==> config.mk <==
export PLATFORM = sky130hd
export DESIGN_NAME = instr_encoder_loader
export DESIGN_NICKNAME = d
export VERILOG_FILES = /design/src/rtl/instr_encoder_loader.sv
export SDC_FILE = /design/constraint.sdc
export NUM_CORES = 1
export LEC_CHECK = 0
export CELL_PAD_IN_SITES_DETAIL_PLACEMENT = 0
export CELL_PAD_IN_SITES_GLOBAL_PLACEMENT = 2
export CORE_MARGIN = 5
export CORE_UTILIZATION = 29
export DETAILED_ROUTE_END_ITERATION = 8
export PLACE_DENSITY = 0.88
export SYNTH_ARGS = -nofsm -noshare
export SYNTH_HDL_FRONTEND = slang
export SYNTH_SLANG_ARGS = --single-unit
==> constraint.sdc <==
create_clock -name clk -period 3.1 [get_ports clk]
set_input_delay 0.93 -clock clk [delete_from_list [all_inputs] [get_ports clk]]
set_output_delay 0.93 -clock clk [all_outputs]
set_load 0.01 [all_outputs]
==> src/rtl/instr_encoder_loader.sv <==
// instr_encoder_loader
//   Boot/test-path program loader. Accepts instruction field bundles over a
//   valid/ready handshake, packs each into a 32-bit MIPS word, checks it
//   against the supported opcode/funct set and writes it to instruction
//   memory at consecutive word addresses.
//
// Ports
//   clk, rst_n          clock, asynchronous active-low reset
//   start               one-cycle pulse, sampled in IDLE/DONE/ERROR only
//   base_addr, count    job byte address (low two bits forced 0), bundle count
//   in_valid/in_ready   field bundle handshake
//   in_fmt .. in_target instruction fields (fmt 0=R, 1=I, 2=J, 3=illegal)
//   imem_we/imem_ready  write handshake to instruction memory
//   imem_addr/wdata     write address and encoded word
//   busy, done, error   job status (done is a one-cycle pulse, error sticky)
//   err_index           0-based index of the first rejected bundle
//   dbg_state           current FSM state (0 IDLE,1 LOAD,2 DRAIN,3 DONE,4 ERROR)
//
// Handshake rule (both interfaces): a transfer happens in exactly the cycle
// where valid and ready are both high at the rising clock edge. A producer
// holds its payload stable while valid is high and ready is low.
module instr_encoder_loader #(
  parameter int ADDR_W = 32,
  parameter int CNT_W  = 16
) (
  input  logic              clk,
  input  logic              rst_n,
  input  logic              start,
  input  logic [ADDR_W-1:0] base_addr,
  input  logic [CNT_W-1:0]  count,
  input  logic              in_valid,
  output logic              in_ready,
  input  logic [1:0]        in_fmt,
  input  logic [5:0]        in_opcode,
  input  logic [4:0]        in_rs,
  input  logic [4:0]        in_rt,
  input  logic [4:0]        in_rd,
  input  logic [4:0]        in_shamt,
  input  logic [5:0]        in_funct,
  input  logic [15:0]       in_imm,
  input  logic [25:0]       in_target,
  output logic              imem_we,
  input  logic              imem_ready,
  output logic [ADDR_W-1:0] imem_addr,
  output logic [31:0]       imem_wdata,
  output logic              busy,
  output logic              done,
  output logic              error,
  output logic [CNT_W-1:0]  err_index,
  output logic [2:0]        dbg_state
);

  typedef enum logic [2:0] {
    S_IDLE  = 3'd0,
    S_LOAD  = 3'd1,
    S_DRAIN = 3'd2,
    S_DONE  = 3'd3,
    S_ERROR = 3'd4
  } state_t;

  state_t            state;
  logic [CNT_W-1:0]  idx;
  logic [CNT_W-1:0]  count_q;
  logic [ADDR_W-1:0] addr_q;    // address the next accepted bundle will use

  logic [31:0]       enc_word;
  logic              enc_legal;
  logic              accept;
  logic              wr_done;
  logic [CNT_W-1:0]  idx_next;

  function automatic logic r_funct_ok(input logic [5:0] f);
    case (f)
      6'h00, 6'h02, 6'h08, 6'h10, 6'h12, 6'h19,
      6'h1B, 6'h20, 6'h22, 6'h24, 6'h25, 6'h2A: r_funct_ok = 1'b1;
      default:                                  r_funct_ok = 1'b0;
    endcase
  endfunction

  function automatic logic i_op_ok(input logic [5:0] op);
    case (op)
      6'h23, 6'h2B, 6'h04, 6'h08: i_op_ok = 1'b1;
      default:                    i_op_ok = 1'b0;
    endcase
  endfunction

  always_comb begin
    enc_word  = 32'h0;
    enc_legal = 1'b0;
    case (in_fmt)
      2'd0: begin
        enc_word  = {6'h00, in_rs, in_rt, in_rd, in_shamt, in_funct};
        enc_legal = (in_opcode == 6'h00) && r_funct_ok(in_funct);
      end
      2'd1: begin
        enc_word  = {in_opcode, in_rs, in_rt, in_imm};
        enc_legal = i_op_ok(in_opcode);
      end
      2'd2: begin
        enc_word  = {in_opcode, in_target};
        enc_legal = (in_opcode == 6'h02) || (in_opcode == 6'h03);
      end
      default: begin
        enc_word  = 32'h0;
        enc_legal = 1'b0;
      end
    endcase
  end

  // The output register may reload in the same cycle its write is accepted,
  // which gives one bundle per cycle while imem_ready stays high.
  assign in_ready  = (state == S_LOAD) && (idx < count_q) && (!imem_we || imem_ready);
  assign accept    = in_valid && in_ready;
  assign wr_done   = imem_we && imem_ready;
  assign idx_next  = idx + CNT_W'(1);
  assign dbg_state = state;

  always_ff @(posedge clk or negedge rst_n) begin
    if (!rst_n) begin
      state      <= S_IDLE;
      idx        <= '0;
      count_q    <= '0;
      addr_q     <= '0;
      imem_we    <= 1'b0;
      imem_addr  <= '0;
      imem_wdata <= 32'h0;
      busy       <= 1'b0;
      done       <= 1'b0;
      error      <= 1'b0;
      err_index  <= '0;
    end else begin
      done <= 1'b0;
      // A completed write retires here; a reload below overrides it.
      if (wr_done) imem_we <= 1'b0;

      case (state)
        S_IDLE, S_DONE, S_ERROR: begin
          if (start) begin
            error     <= 1'b0;
            err_index <= '0;
            idx       <= '0;
            count_q   <= count;
            addr_q    <= {base_addr[ADDR_W-1:2], 2'b00};
            if (count == '0) begin
              state <= S_DONE;
              done  <= 1'b1;
              busy  <= 1'b0;
            end else begin
              state <= S_LOAD;
              busy  <= 1'b1;
            end
          end
        end

        S_LOAD: begin
          if (accept) begin
            if (enc_legal) begin
              imem_we    <= 1'b1;
              imem_addr  <= addr_q;
              imem_wdata <= enc_word;
              addr_q     <= addr_q + ADDR_W'(4);
              idx        <= idx_next;
              if (idx_next == count_q) state <= S_DRAIN;
            end else begin
              // Rejected bundle is consumed but never written; an earlier
              // pending write is left to complete on its own.
              error     <= 1'b1;
              err_index <= idx;
              busy      <= 1'b0;
              state     <= S_ERROR;
            end
          end
        end

        S_DRAIN: begin
          if (wr_done) begin
            state <= S_DONE;
            done  <= 1'b1;
            busy  <= 1'b0;
          end
        end

        default: state <= S_IDLE;
      endcase
    end
  end

endmodule

Word level (Yosys, flattened, before mapping)
Index checks and enable logic that the tools add are counted.
{ "classes": {"addsub": 2, "n_lt_le_gt_ge": 1, "eq_ne": 30, "n_mux": 41, "reduce_logical": 24} }
{ "op_table": {"columns": ["operator", "n"], "rows": [
  ["$mux W32", 3],
  ["$pmux W32 S3", 1],
  ["$mux W16", 5],
  ["$pmux W16 S2", 2],
  ["$pmux W32 S2", 1],
  ["$eq A6 B6 Y1 const B", 7],
  ["$add A32 B3 Y32 const B", 1],
  ["$eq A6 B5 Y1 const B", 4],
  ["$eq A6 B2 Y1 const B", 3],
  ["$mux W1", 18],
  ["$add A16 B1 Y16 const B", 1],
  ["$eq A16 B16 Y1", 1],
  ["$logic_not A16 Y1", 1],
  ["$lt A16 B16 Y1", 1],
  ["$mux W3", 5],
  ["$eq A6 B4 Y1 const B", 2],
  ["$logic_not A6 Y1", 2],
  ["$reduce_and A4 Y1", 3],
  ["$reduce_or A12 Y1", 1],
  ["$ne A2 B2 Y1 const B", 5],
  ["$pmux W3 S3", 1],
  ["$eq A3 B2 Y1 const B", 2],
  ["$eq A6 B3 Y1 const B", 1],
  ["$pmux W1 S3", 2],
  ["other kinds (19)", 25]
]} }
{ "word_totals": {"regBits": 151, "in_bits": 129, "out_inout_bits": 88} }

Depth between registers and ports, before layout
{ "logic_depth": {"depth_word": 9, "ltp_mapped": 11, "ltp_nobuf": 9} }

Least setup slack after synthesis
No wires, ideal clock.
{ "synth_timing": {"path_type": "input-to-reg", "start": "input port in_fmt[0]", "end": "register imem_addr[20]", "setup_time_ns": 0.125, "t_arrival_ns": 2.903, "t_required_ns": 2.975, "slack_ns": 0.072, "cell_stages": 8, "n_path_buf": 2, "path_cell_list": "nor4b_1 > a31oi_1 > or4b_1 > a32o_1 > nor3_2 > buf_4 > buf_4 > mux2_2"} }
{ "synth_via": {"elab_chain_cells": 3, "word_cells_on_any_way": 5, "cone_classes": "2 x eq/ne; 1 x mux; 2 x reduce/logical"} }
{ "synth_lines": {"columns": ["element", "line", "source"], "rows": [
  ["from (decl)", "33", "input logic [1:0] in_fmt,"],
  ["$eq A2 B2 Y1, or another cell as far along", "90", "case (in_fmt)"],
  ["$pmux W1 S3 (*)", "90", null],
  ["$reduce_and A3 Y1 (no line) (*)", null, null],
  ["to (signal assigned)", "159", "imem_addr <= addr_q;"],
  ["to (decl)", "44", "output logic [ADDR_W-1:0] imem_addr,"]
]} }
Every way passes the cells marked *; elsewhere a longest branch is shown, timed or not.
A chain may end at the register's enable or synchronous reset.

Final worst setup path
{ "layout_timing": {"start": "register count_q[1]", "end": "output port in_ready"} }
{ "layout_via": {"elab_chain_cells": 3} }
{ "layout_lines": {"columns": ["element", "line", "source"], "rows": [
  ["from (decl)", "63", "logic [CNT_W-1:0] count_q;"],
  ["from (signal assigned)", "142", "count_q <= count;"],
  ["$lt A16 B16 Y1", "112", "assign in_ready = (state == S_LOAD) && (idx < count_q) && (!imem_we || imem_ready);"],
  ["$logic_and A1 B1 Y1 (2 in series)", "112", null],
  ["to (decl)", "32", "output logic in_ready,"]
]} }
Every way passes these cells.

==> metrics.cfg <==
[layout]
final_nets = 1237
drive_above_1_share_pct = 17.1
multiInputGateArea_sq_mm = 0.00401
final_cell_area_sq_mm = 0.0118
num-fill-cells = 2619
diodes = 0
syn2layout_area_growth_pct = 47.8
register_area_sq_mm = 0.00368

[synthesis]
synth_top_area_share_pct = 46.2
synth_top_area_cell = dfrtp_1
yosysSeqAreaShare_pct = 46.2
synth_ff_type = dfrtp_1
synth.most_common_cell = dfrtp_1
yosys_warnings = 0
async_flop_share_pct = 100
yosys_register_bits = 147
syn_area_per_cell_sq_um = 9.59
synthTopCellsByCount = 147 x dfrtp_1, 107 x a21oi_1, 63 x nor2_1, 57 x nand2_1, 43 x mux2_2
netlist_top_cells_area = dfrtp_1 46%, a21oi_1 6.7%, mux2_2 6.1%, nor2_1 3.0%, ha_1 2.8%
synth_area_sq_mm = 0.00797
synth_edf_count = 0
synth_cell_type_count = 68
syn_inst = 831

[timing]
worstMarginPinSlew_ns = 1.10
setup-tns-final_ns = 0
slew_headroom_pct = 26.0
finalClockSkew_ns = 0.0107
min_period_over_period_pct = 98.0
drv_slew = 0
fmax_mhz = 329
hold_viol = 0
hold_ws_ns = 0.443
final.min_clock_period_ns = 3.04
setup_viol = 0

[clocking]
clk_pin_slew_ns = 0.07
clk_latency_ns = 0.42
cts.path.max_buffers = 2
cts_buffers = 17
cts.htree.levels = 4
cts_tree = yes
clkSinkCount = 147
cts_hold_buf = 0
clock-root-buffer = clkbuf_16

[place]
placed_cell_area_sq_mm = 0.0110
hpwl_um = 18800
place.gp.congestion = 0.865
port_buffers = 212

[route]
num_vias = 7308
drt_iter0_drc = 453
wl_per_cell_um = 18.0
drtAntennaViolNets = 0
drcViolationCount = 0
first_pass_iters = 4
wl_um = 26000
viasPerCell = 5.06

[grt]
grt_pass1_wl_um = 41000
first_global_vias = 7339
grt_util_all_layers_pct = 16.6
antenna_found_initial = 0
grt_max_degree = 45
overflow = 0

[worst_setup_path]
worstSetupStartpointType = flop
critPathKind = flop to output pin
path_max_fanout = 2
max_stage_delay_ns = 0.52
cp_cell_sequence = inv_1 > ha_1 > nor2b_4 > o211ai_1 > a2111o_1 > nand3_2 > inv_2 > buf_6
end_kind = output pin
slowest_stage = a2111o_1
required_ns = 2.17
r2r_slack_ns = 0.23
worstPathArrival_ns = 2.11

[floorplanning]
die_h_um = 176
die_area_sq_mm = 0.0309
ioPinCount = 217
start_util_pct = 29.5
core_sq_mm = 0.0270
core.rowCount = 60
chipWidth_um = 176

[power]
power_density_mw_per_mm2 = 707
peakVddDrop_v = 0.000288
leakagePower_nw = 5.12

[worst_hold_path]
hp-class = primary input to async pin

[run]
maxCapViolations = 0

[status]
status = finished clean

[per-layer routing]
metal,GRT usage [%],vias up,share of wire (%)
met2,26.8,213,48
met3,3.49,26,5.5
li1,-,3553,-
met4,4.78,0,1.6
met5,0,-,0
met1,22.6,3516,45
[registers in the layout, summed over array words and instances (netlist names), 3 cells and up]
name	count
count_q	16
addr_q	30
idx	16
err_index	16
dbg_state	3
imem_wdata	32
imem_addr	30
[critical path, delay by kind of cell (launching register included)]
family	cells	cell delay, ns
buffers and inverters	3	0.20
and+or+nand+nor	2	0.23
adders and majority gates	1	0.27
DFF	1	0.35
AOI/OAI and AO/OA	2	0.63
[kinds of logic (layout without fill, tap and decap cells)]
kind of cell    after synthesis  after routing  synth area share (%)
other cells                   1              2                0.0471
buf+inv                      86            357                  4.70
simple gates                240            240                  15.3
compound gates              253            253                  19.8
mux                          63             63                  8.64
flops                       147            147                  46.2
xor+xnor                     23             23                  2.53
fa+ha+maj                    18             18                  2.83
[power breakdown]
part	switching, W	total, W	internal [W]
Sequential	0.000414	0.00280	0.00239
Combinational	0.00171	0.00338	0.00167
Clock	0.000870	0.00214	0.00127
Total	0.00300	0.00833	0.00533
[final timing paths]
kind / startpoint / to / cells past startpoint
setup / recovery: count_q[1] / in_ready / 8
hold / removal: rst_n / imem_addr[12] / 1
setup reg to reg: idx[0] / dbg_state[0] / 9
hold reg to reg: error / error / 1
max in group asynchronous: rst_n / imem_addr[31] / 2
min in group clk: error / error / 1
[repair_timing]
item,4_1_cts,5_1_grt
setup buffers,4,1
gates cloned,1,2
resized for setup,13,22
pin swaps,6,6
setup endpoints to repair,127,101
[cell type report]
| class | count | area share (%) |
|---|---|---|
| Sequential cell | 147 | 31.2 |
| Timing Repair Buffer | 296 | 25.1 |
| Multi-Input combinational cell | 599 | 34.0 |
| Clock inverter | 12 | 1.33 |
| Tap cell | 341 | 3.62 |
| Inverter | 29 | 0.925 |
| Clock buffer | 20 | 3.71 |
[placed cells by master, fill, tap and decap left out, types with 4 or more instances in the layout]
master	instances
a2bb2oi_1	11
clkinvlp_4	4
dfrtp_1	147
o21ai_1	7
buf_4	68
o22ai_1	15
mux2_2	43
a21oi_1	106
nand3_1	35
xor2_1	12
nor2_1	63
inv_1	26
clkdlybuf4s50_1	204
buf_12	8
clkbuf_16	19
nand2_1	56
nor3_1	5
o31ai_1	7
a211oi_1	5
dlymetal6s2s_1	5
nor2b_1	14
buf_6	5
ha_1	17
xnor2_1	11
a22o_1	19
and4_1	6
a31oi_1	16
and2_1	7
o21ai_0	36
nor4_1	5
nand4_1	10
and3_1	16
mux2i_1	17
[through the flow]
stage               worst slack [ns]  instances  power, W  utilization (%)
global route                -0.00929       1444   0.00889             43.6
CTS                         -0.00395       1441   0.00837             43.0
global placement              -0.585       1404   0.00611             40.5
floorplan                     0.0719        832   0.00464                -
detailed placement            -0.675       1404   0.00616             40.5
finish                        0.0617       1444   0.00833             43.6
(Power assumes the default switching activity.)
